--- src/rtl/alu_operand_loader.sv ---
// Serial operand loader for the 8-bit ALU: captures A, B and the selector over one
// byte bus on synchronized strobe edges, issues them, then holds the ALU result.
module alu_operand_loader #(
  parameter int WIDTH = 8,
  parameter int SEL_W = 2,
  parameter int LAT   = 0
) (
  input  logic             clk,
  input  logic             rst_n,
  input  logic             ena,
  input  logic [WIDTH-1:0] data_in,
  input  logic             ld_stb,
  input  logic             abort,
  output logic [WIDTH-1:0] alu_a,
  output logic [WIDTH-1:0] alu_b,
  output logic [SEL_W-1:0] alu_s,
  output logic             alu_go,
  input  logic [WIDTH-1:0] alu_result,
  output logic [WIDTH-1:0] res_out,
  output logic             res_valid,
  output logic             busy,
  output logic [2:0]       phase
);

  localparam logic [2:0] LD_A  = 3'd0;
  localparam logic [2:0] LD_B  = 3'd1;
  localparam logic [2:0] LD_OP = 3'd2;
  localparam logic [2:0] EXEC  = 3'd3;
  localparam logic [2:0] DONE  = 3'd4;

  logic       ld_s1_reg, ld_s2_reg, ld_prev_reg;
  logic       ab_s1_reg, ab_s2_reg;
  logic [2:0] state_reg;
  logic [3:0] cnt_reg;
  logic       go_reg;
  logic       stb_edge;

  // Pad inputs are asynchronous; the prev flop runs regardless of ena so that a
  // strobe seen while disabled is consumed rather than replayed later.
  always_ff @(posedge clk or negedge rst_n) begin
    if (!rst_n) begin
      ld_s1_reg   <= 1'b0;
      ld_s2_reg   <= 1'b0;
      ld_prev_reg <= 1'b0;
      ab_s1_reg   <= 1'b0;
      ab_s2_reg   <= 1'b0;
    end else begin
      ld_s1_reg   <= ld_stb;
      ld_s2_reg   <= ld_s1_reg;
      ld_prev_reg <= ld_s2_reg;
      ab_s1_reg   <= abort;
      ab_s2_reg   <= ab_s1_reg;
    end
  end

  assign stb_edge = ld_s2_reg & ~ld_prev_reg;

  always_ff @(posedge clk or negedge rst_n) begin
    if (!rst_n) begin
      state_reg <= LD_A;
      cnt_reg   <= 4'd0;
      go_reg    <= 1'b0;
      alu_a     <= '0;
      alu_b     <= '0;
      alu_s     <= '0;
      res_out   <= '0;
      res_valid <= 1'b0;
    end else if (ab_s2_reg) begin
      state_reg <= LD_A;
      go_reg    <= 1'b0;
      res_valid <= 1'b0;
    end else if (ena) begin
      go_reg <= 1'b0;
      case (state_reg)
        LD_A, DONE: begin
          if (stb_edge) begin
            alu_a     <= data_in;
            res_valid <= 1'b0;
            state_reg <= LD_B;
          end
        end
        LD_B: begin
          if (stb_edge) begin
            alu_b     <= data_in;
            state_reg <= LD_OP;
          end
        end
        LD_OP: begin
          if (stb_edge) begin
            alu_s     <= data_in[SEL_W-1:0];
            cnt_reg   <= 4'(LAT);
            go_reg    <= 1'b1;
            state_reg <= EXEC;
          end
        end
        EXEC: begin
          // Strobes arriving here are dropped; operands stay frozen until DONE.
          if (cnt_reg == 4'd0) begin
            res_out   <= alu_result;
            res_valid <= 1'b1;
            state_reg <= DONE;
          end else begin
            cnt_reg <= cnt_reg - 4'd1;
          end
        end
        default: state_reg <= LD_A;
      endcase
    end
  end

  assign alu_go = go_reg;
  assign busy   = (state_reg == EXEC);
  assign phase  = state_reg;

endmodule

--- config.mk ---
export PLATFORM = sky130hd
export DESIGN_NAME = alu_operand_loader
export DESIGN_NICKNAME = d
export VERILOG_FILES = /design/src/rtl/alu_operand_loader.sv
export SDC_FILE = /design/constraint.sdc
export NUM_CORES = 1
export LEC_CHECK = 0
export ABC_AREA = 1
export CAP_MARGIN = 20
export CORE_MARGIN = 2
export CORE_UTILIZATION = 40
export DETAILED_ROUTE_END_ITERATION = 16
export PLACE_DENSITY = 0.79
export SYNTH_ARGS = -nofsm -noshare
export SYNTH_HDL_FRONTEND = slang
export SYNTH_SLANG_ARGS = --single-unit
--- constraint.sdc ---
create_clock -name clk -period 1.6 [get_ports clk]
set_clock_uncertainty 0.2 [all_clocks]
set_input_delay 0.32 -clock clk [delete_from_list [all_inputs] [get_ports clk]]
set_output_delay 0.32 -clock clk [all_outputs]
set_load 0.02 [all_outputs]
# --- Yosys cells after proc, flatten, opt, wreduce, memory -nomap -nowiden ---
# Index checks and enable logic that the tools add are counted.
classes:
  addsub: 1
  n_eq_ne: 10
  muxes: 19
  bitwise: 3
  n_reduce_logical: 13
op_table:
  columns: ["operator", "n"]
  rows:
  - ["AND reduction 4 bit", 5]
  - ["two-way mux 3 bit", 6]
  - ["one-hot mux 3 bit (4 select lines)", 1]
  - ["AND reduction 5 bit", 2]
  - ["inequality test 3 bit, second input constant", 3]
  - ["two-way mux 1 bit", 8]
  - ["two-way mux 4 bit", 2]
  - ["one-hot mux 4 bit (2 select lines)", 1]
  - ["equality test 3 x 2 -> 1 bit, second input constant", 2]
  - ["zero test 4 bit", 1]
  - ["inequality test 2 bit, second input constant", 2]
  - ["nonzero test 2 bit", 2]
  - ["subtractor 4 x 1 -> 4 bit, second input constant", 1]
  - ["equality test 3 x 1 -> 1 bit, second input constant", 1]
  - ["equality test 3 bit, second input constant", 1]
  - ["zero test 3 bit", 1]
  - ["inequality test 3 x 1 -> 1 bit, second input constant", 1]
  - ["nonzero test 3 bit", 1]
  - ["inverter 1 bit", 2]
  - ["one-hot mux 1 bit (2 select lines)", 1]
  - ["OR reduction 2 bit", 1]
  - ["AND 1 bit", 1]
word_totals:
  regBits: 40
  output_inout_bits: 32

# --- Longest topological paths before layout ---
logic_depth:
  ltp_word: 6
  depth_mapped: 9
  ltp_nobuf: 8

# --- Least setup slack after synthesis ---
# No wires, ideal clock.
synth_timing:
  path_type: "register -> register"
  from: "register state_reg[0], in the netlist phase[0]"
  to: "register state_reg[0], in the netlist phase[0]"
  setup_ns: 0.121
  arrival_time_ns: 1.271
  t_required_ns: 1.279
  slack_ns: 0.008
  stages_incl_launch_ff: 8
  n_path_buf: 0
  path_cell_list: "dfrtp_1 > nand2_1 > nor2_4 > nand3_1 > nand2_2 > inv_2 > nand3_1 > nand2_1"
synth_between:
  word_cells_on_any_way: 14
synth_lines:
  columns: ["item", "line", "text"]
  rows:
  - ["start, declared", "33", "logic [2:0] state_reg;"]
  - ["start signal, assigned", "60", "state_reg <= LD_A;"]
  - ["start signal, assigned", "69", "state_reg <= LD_A;"]
  - ["start signal, assigned", "79", "state_reg <= LD_B;"]
  - ["equality test 3 x 2 -> 1 bit *", null, null]
  - ["net busy", "21", "output logic busy,"]
  - ["one-hot mux 3 bit (4 select lines)", "74", "case (state_reg)"]
  - ["two-way mux 3 bit", "72", "end else if (ena) begin"]
  - ["two-way mux 3 bit", "68", "end else if (ab_s2_reg) begin"]
# Mark *: on every way through the listed nets, which the timed path passes. The rest lies on a longest branch. The select of a mux whose other input is x is not followed.
# A chain may end at the register's enable or synchronous reset.

# --- Final worst setup path ---
layout_timing:
  from: "register state_reg[1], in the netlist phase[1]"
  to: "register alu_b[5]"
layout_between:
  elab_chain_len: 2
layout_rtl:
  columns: ["item", "line", "text"]
  rows:
  - ["equality test 3 x 1 -> 1 bit", "74", null]
  - ["AND reduction 4 bit (no source line)", null, null]
  - ["end signal, assigned", "84", "alu_b <= data_in;"]
  - ["end, declared", "15", "output logic [WIDTH-1:0] alu_b,"]
# No other way between the ends.

==> flow_metrics.tcl <==
set metrics [dict create \
    ant_nets 0 \
    clockRootBuffer "clkbuf_8" \
    wirelength_um 4210 \
    whs_ps 152 \
    setup_viol 1 \
    violations "negative setup slack" \
    ys_seq_area_share_pct 56.5 \
    core-area_um2 4290 \
    largestRegisters "alu_a: 8 flops, alu_b: 8 flops, res_out: 8 flops" \
    status "finished with violations" \
    start_util_pct 41.2 \
    ys_warn_count 0 \
    synth.distinct_cells 22 \
    die_h_um 70.5 \
    critPathMaxFanout 8 \
    yosysTopAreaCell "dfrtp_1" \
    syn_inst 190 \
    vias 1543 \
    grt_overflow 0 \
    finalMaxSlewViolations 0 \
    timing.final.crit_share_pct 100 \
    fin_area_um2 2740 \
    clock_power_share_pct 16.5 \
    cts_tree "built" \
    fin_crit_ps 1600 \
    critical_path.max_stage_delay_ps 400 \
    routabilityCongestion 0.941 \
    p_sw_share_pct 40.2 \
    avgSynthCellArea_um2 9.32 \
    hold_end "ld_s2_reg" \
    path_clk_slew_ps 80 \
    mappedNetlistArea_um2 1770 \
    ys_ff_latch 40 \
    layout.nets 292 \
    grtUsageTotal_pct 16.3 \
    crit_chain "buf_6 -> clkinvlp_4 -> buf_4 -> buf_4 -> nand4_4 -> buf_12 -> nand2_1 -> o21ai_2" \
    drc 0 \
    antenna_cells 0 \
    grt_max_degree 41 \
    fp.dieW_um 70.5 \
    crit_buf_inv 5 \
    die_area_um2 4970 \
    leakagePower_nw 1.44 \
    r2r_start "phase[1]" \
    powerDensity_nw_per_um2 1570 \
    worstPathArrival_ps 1590 \
    dr.pass1.iters 4 \
    drtIter0Drc 91 \
    cts_max_level 2 \
    p_int_mw 2.57 \
    layout_commonest_cell "nand2_1" \
    hold_depth 0 \
    routed_via_density 4.78 \
    max_slew_margin_pct 81.6 \
    cpMaxStageDelayCell "dfrtp_1" \
    syn_nets 212 \
    p_comb_share_pct 47.8 \
    clk-insertion-delay-late_ps 290 \
    wire_per_inst_um 13.0 \
    power_frac_seq_pct 35.7 \
    yosys-top-cells-area "dfrtp_1 (57%), nand2_1 (12%), o21ai_0 (6.2%)" \
    crit_top_cell "buf_4" \
    clock_path_buffers 2 \
    hold_start "ld_s1_reg" \
    area_growth_pct 54.6 \
    reg2reg_depth 8 \
    crit_path_end_kind "flip-flop" \
    grt_pass1_vias 1412 \
    power_mw 4.29 \
    crit_family "buffers and inverters" \
    finalHoldViolations 0 \
    hp-class "flip-flop to flip-flop" \
    io_buffers 52 \
    layout_common_cells "nand2_1 (43), dfrtp_1 (40), dlygate4sd2_1 (28), clkdlybuf4s50_1 (19), nand2_2 (16)" \
    clock-sinks 40 \
    fmax_mhz 624 \
    cts_buffers 5 \
    place_area_um2 2450 \
    vdd_drop_max_mv 0.929 \
    regToRegSetupSlack_ps -2 \
    grt_pass1_wl_um 6470 \
    rsz0062_at_grt "true" \
    start_kind "flip-flop" \
    switchingPower_mw 1.72 \
    row_count 24 \
    maxCapViolCount 0 \
    hpwlAfterDp_um 2830 \
    yosys.area.top_type_share_pct 56.5 \
    worst_pin_slew_ps 276 \
    antenna_found_initial 0 \
    placed_cells 304 \
    drive_gt1_share_pct 31.7 \
    setup_slack_ps -2.43 \
    critical_path_class "flip-flop to flip-flop" \
    io_pins 53 \
    fin_cells 323 \
    required_ps 1580 \
    timing.rr.end "alu_b[5]" \
]
layout make-up:
cell class              count  area (um2)
repair inverters            1        6.26
multi-input cells         126         772
well taps                  52        65.1
inverters                  21        90.1
flip-flops and latches     40        1000
fillers                   359        1560
repair buffers             75         704
clock inverters             2        15.0
clock buffers               6        82.6
logic make-up (layout without fill, tap and decap cells):
kind of cell,after synthesis,after routing,synth area share [%]
and+or+nand+nor,85,85,22.6
DFF,40,40,56.5
AOI/OAI and AO/OA,38,38,13.0
buffers and inverters,24,105,6.15
xor gates and xnor gates,2,2,0.990
adders and majority gates,1,1,0.707
stage by stage:
step	utilization (%)	TNS, ps	setup WS (ps)
2_1_floorplan	-	0	8.09
3_3_place_gp	57.0	-4200	-182
3_5_place_dp	57.0	-5150	-218
4_1_cts	58.4	0	3.49
5_1_grt	63.7	-1390	-82.5
6_report	63.7	-2.43	-2.43
how the worst max path moves through the flow:
stage	startpoint	slack (ps)	end	cells past startpoint
finish	phase[1]	-2	alu_b[5]	8
global route	cnt_reg[1]	-80	res_out[6]	8
CTS	phase[0]	3	phase[0]	2
detailed placement	ena	-220	alu_b[2]	7
global placement	ena	-180	alu_b[0]	7
floorplan	phase[0]	8	phase[0]	7
synthesized netlist by cell type, drive strengths merged:
| library cell | count |
|---|---|
| buf | 3 |
| ha | 1 |
| nand2 | 59 |
| o21ai | 31 |
| dfrtp | 40 |
| o21bai | 3 |
| a21oi | 3 |
| nand4 | 1 |
| o211ai | 1 |
| nor2 | 14 |
| xor2 | 2 |
| nand3 | 11 |
| inv | 21 |
metal layers:
layer / up-vias / GRT usage (%) / share of wire, %
met5: - / 0 / 0
met4: 0 / 5.03 / 1.8
met3: 7 / 3.42 / 2.8
met2: 29 / 27.5 / 53
met1: 729 / 21.5 / 42
li1: 778 / - / -
timing repair:
| item | CTS | global route |
|---|---|---|
| cloned | 0 | 2 |
| pin swaps | 0 | 18 |
| hold endpoints to repair | 40 | 0 |
| buffers inserted | 0 | 8 |
| gates resized for setup | 40 | 53 |
| hold buffers | 1 | 0 |
| setup endpoints to repair | 32 | 19 |
power by group through the flow:
stage | Combinational (mW) | Clock, mW | Sequential [mW]
2_1_floorplan | 0.611 | 0 | 1.94
3_3_place_gp | 1.91 | 0 | 1.54
3_5_place_dp | 1.96 | 0 | 1.55
4_1_cts | 1.75 | 0.720 | 1.52
5_1_grt | 2.23 | 0.770 | 1.57
6_report | 2.05 | 0.706 | 1.53
Power figures use the tool's default switching activity.
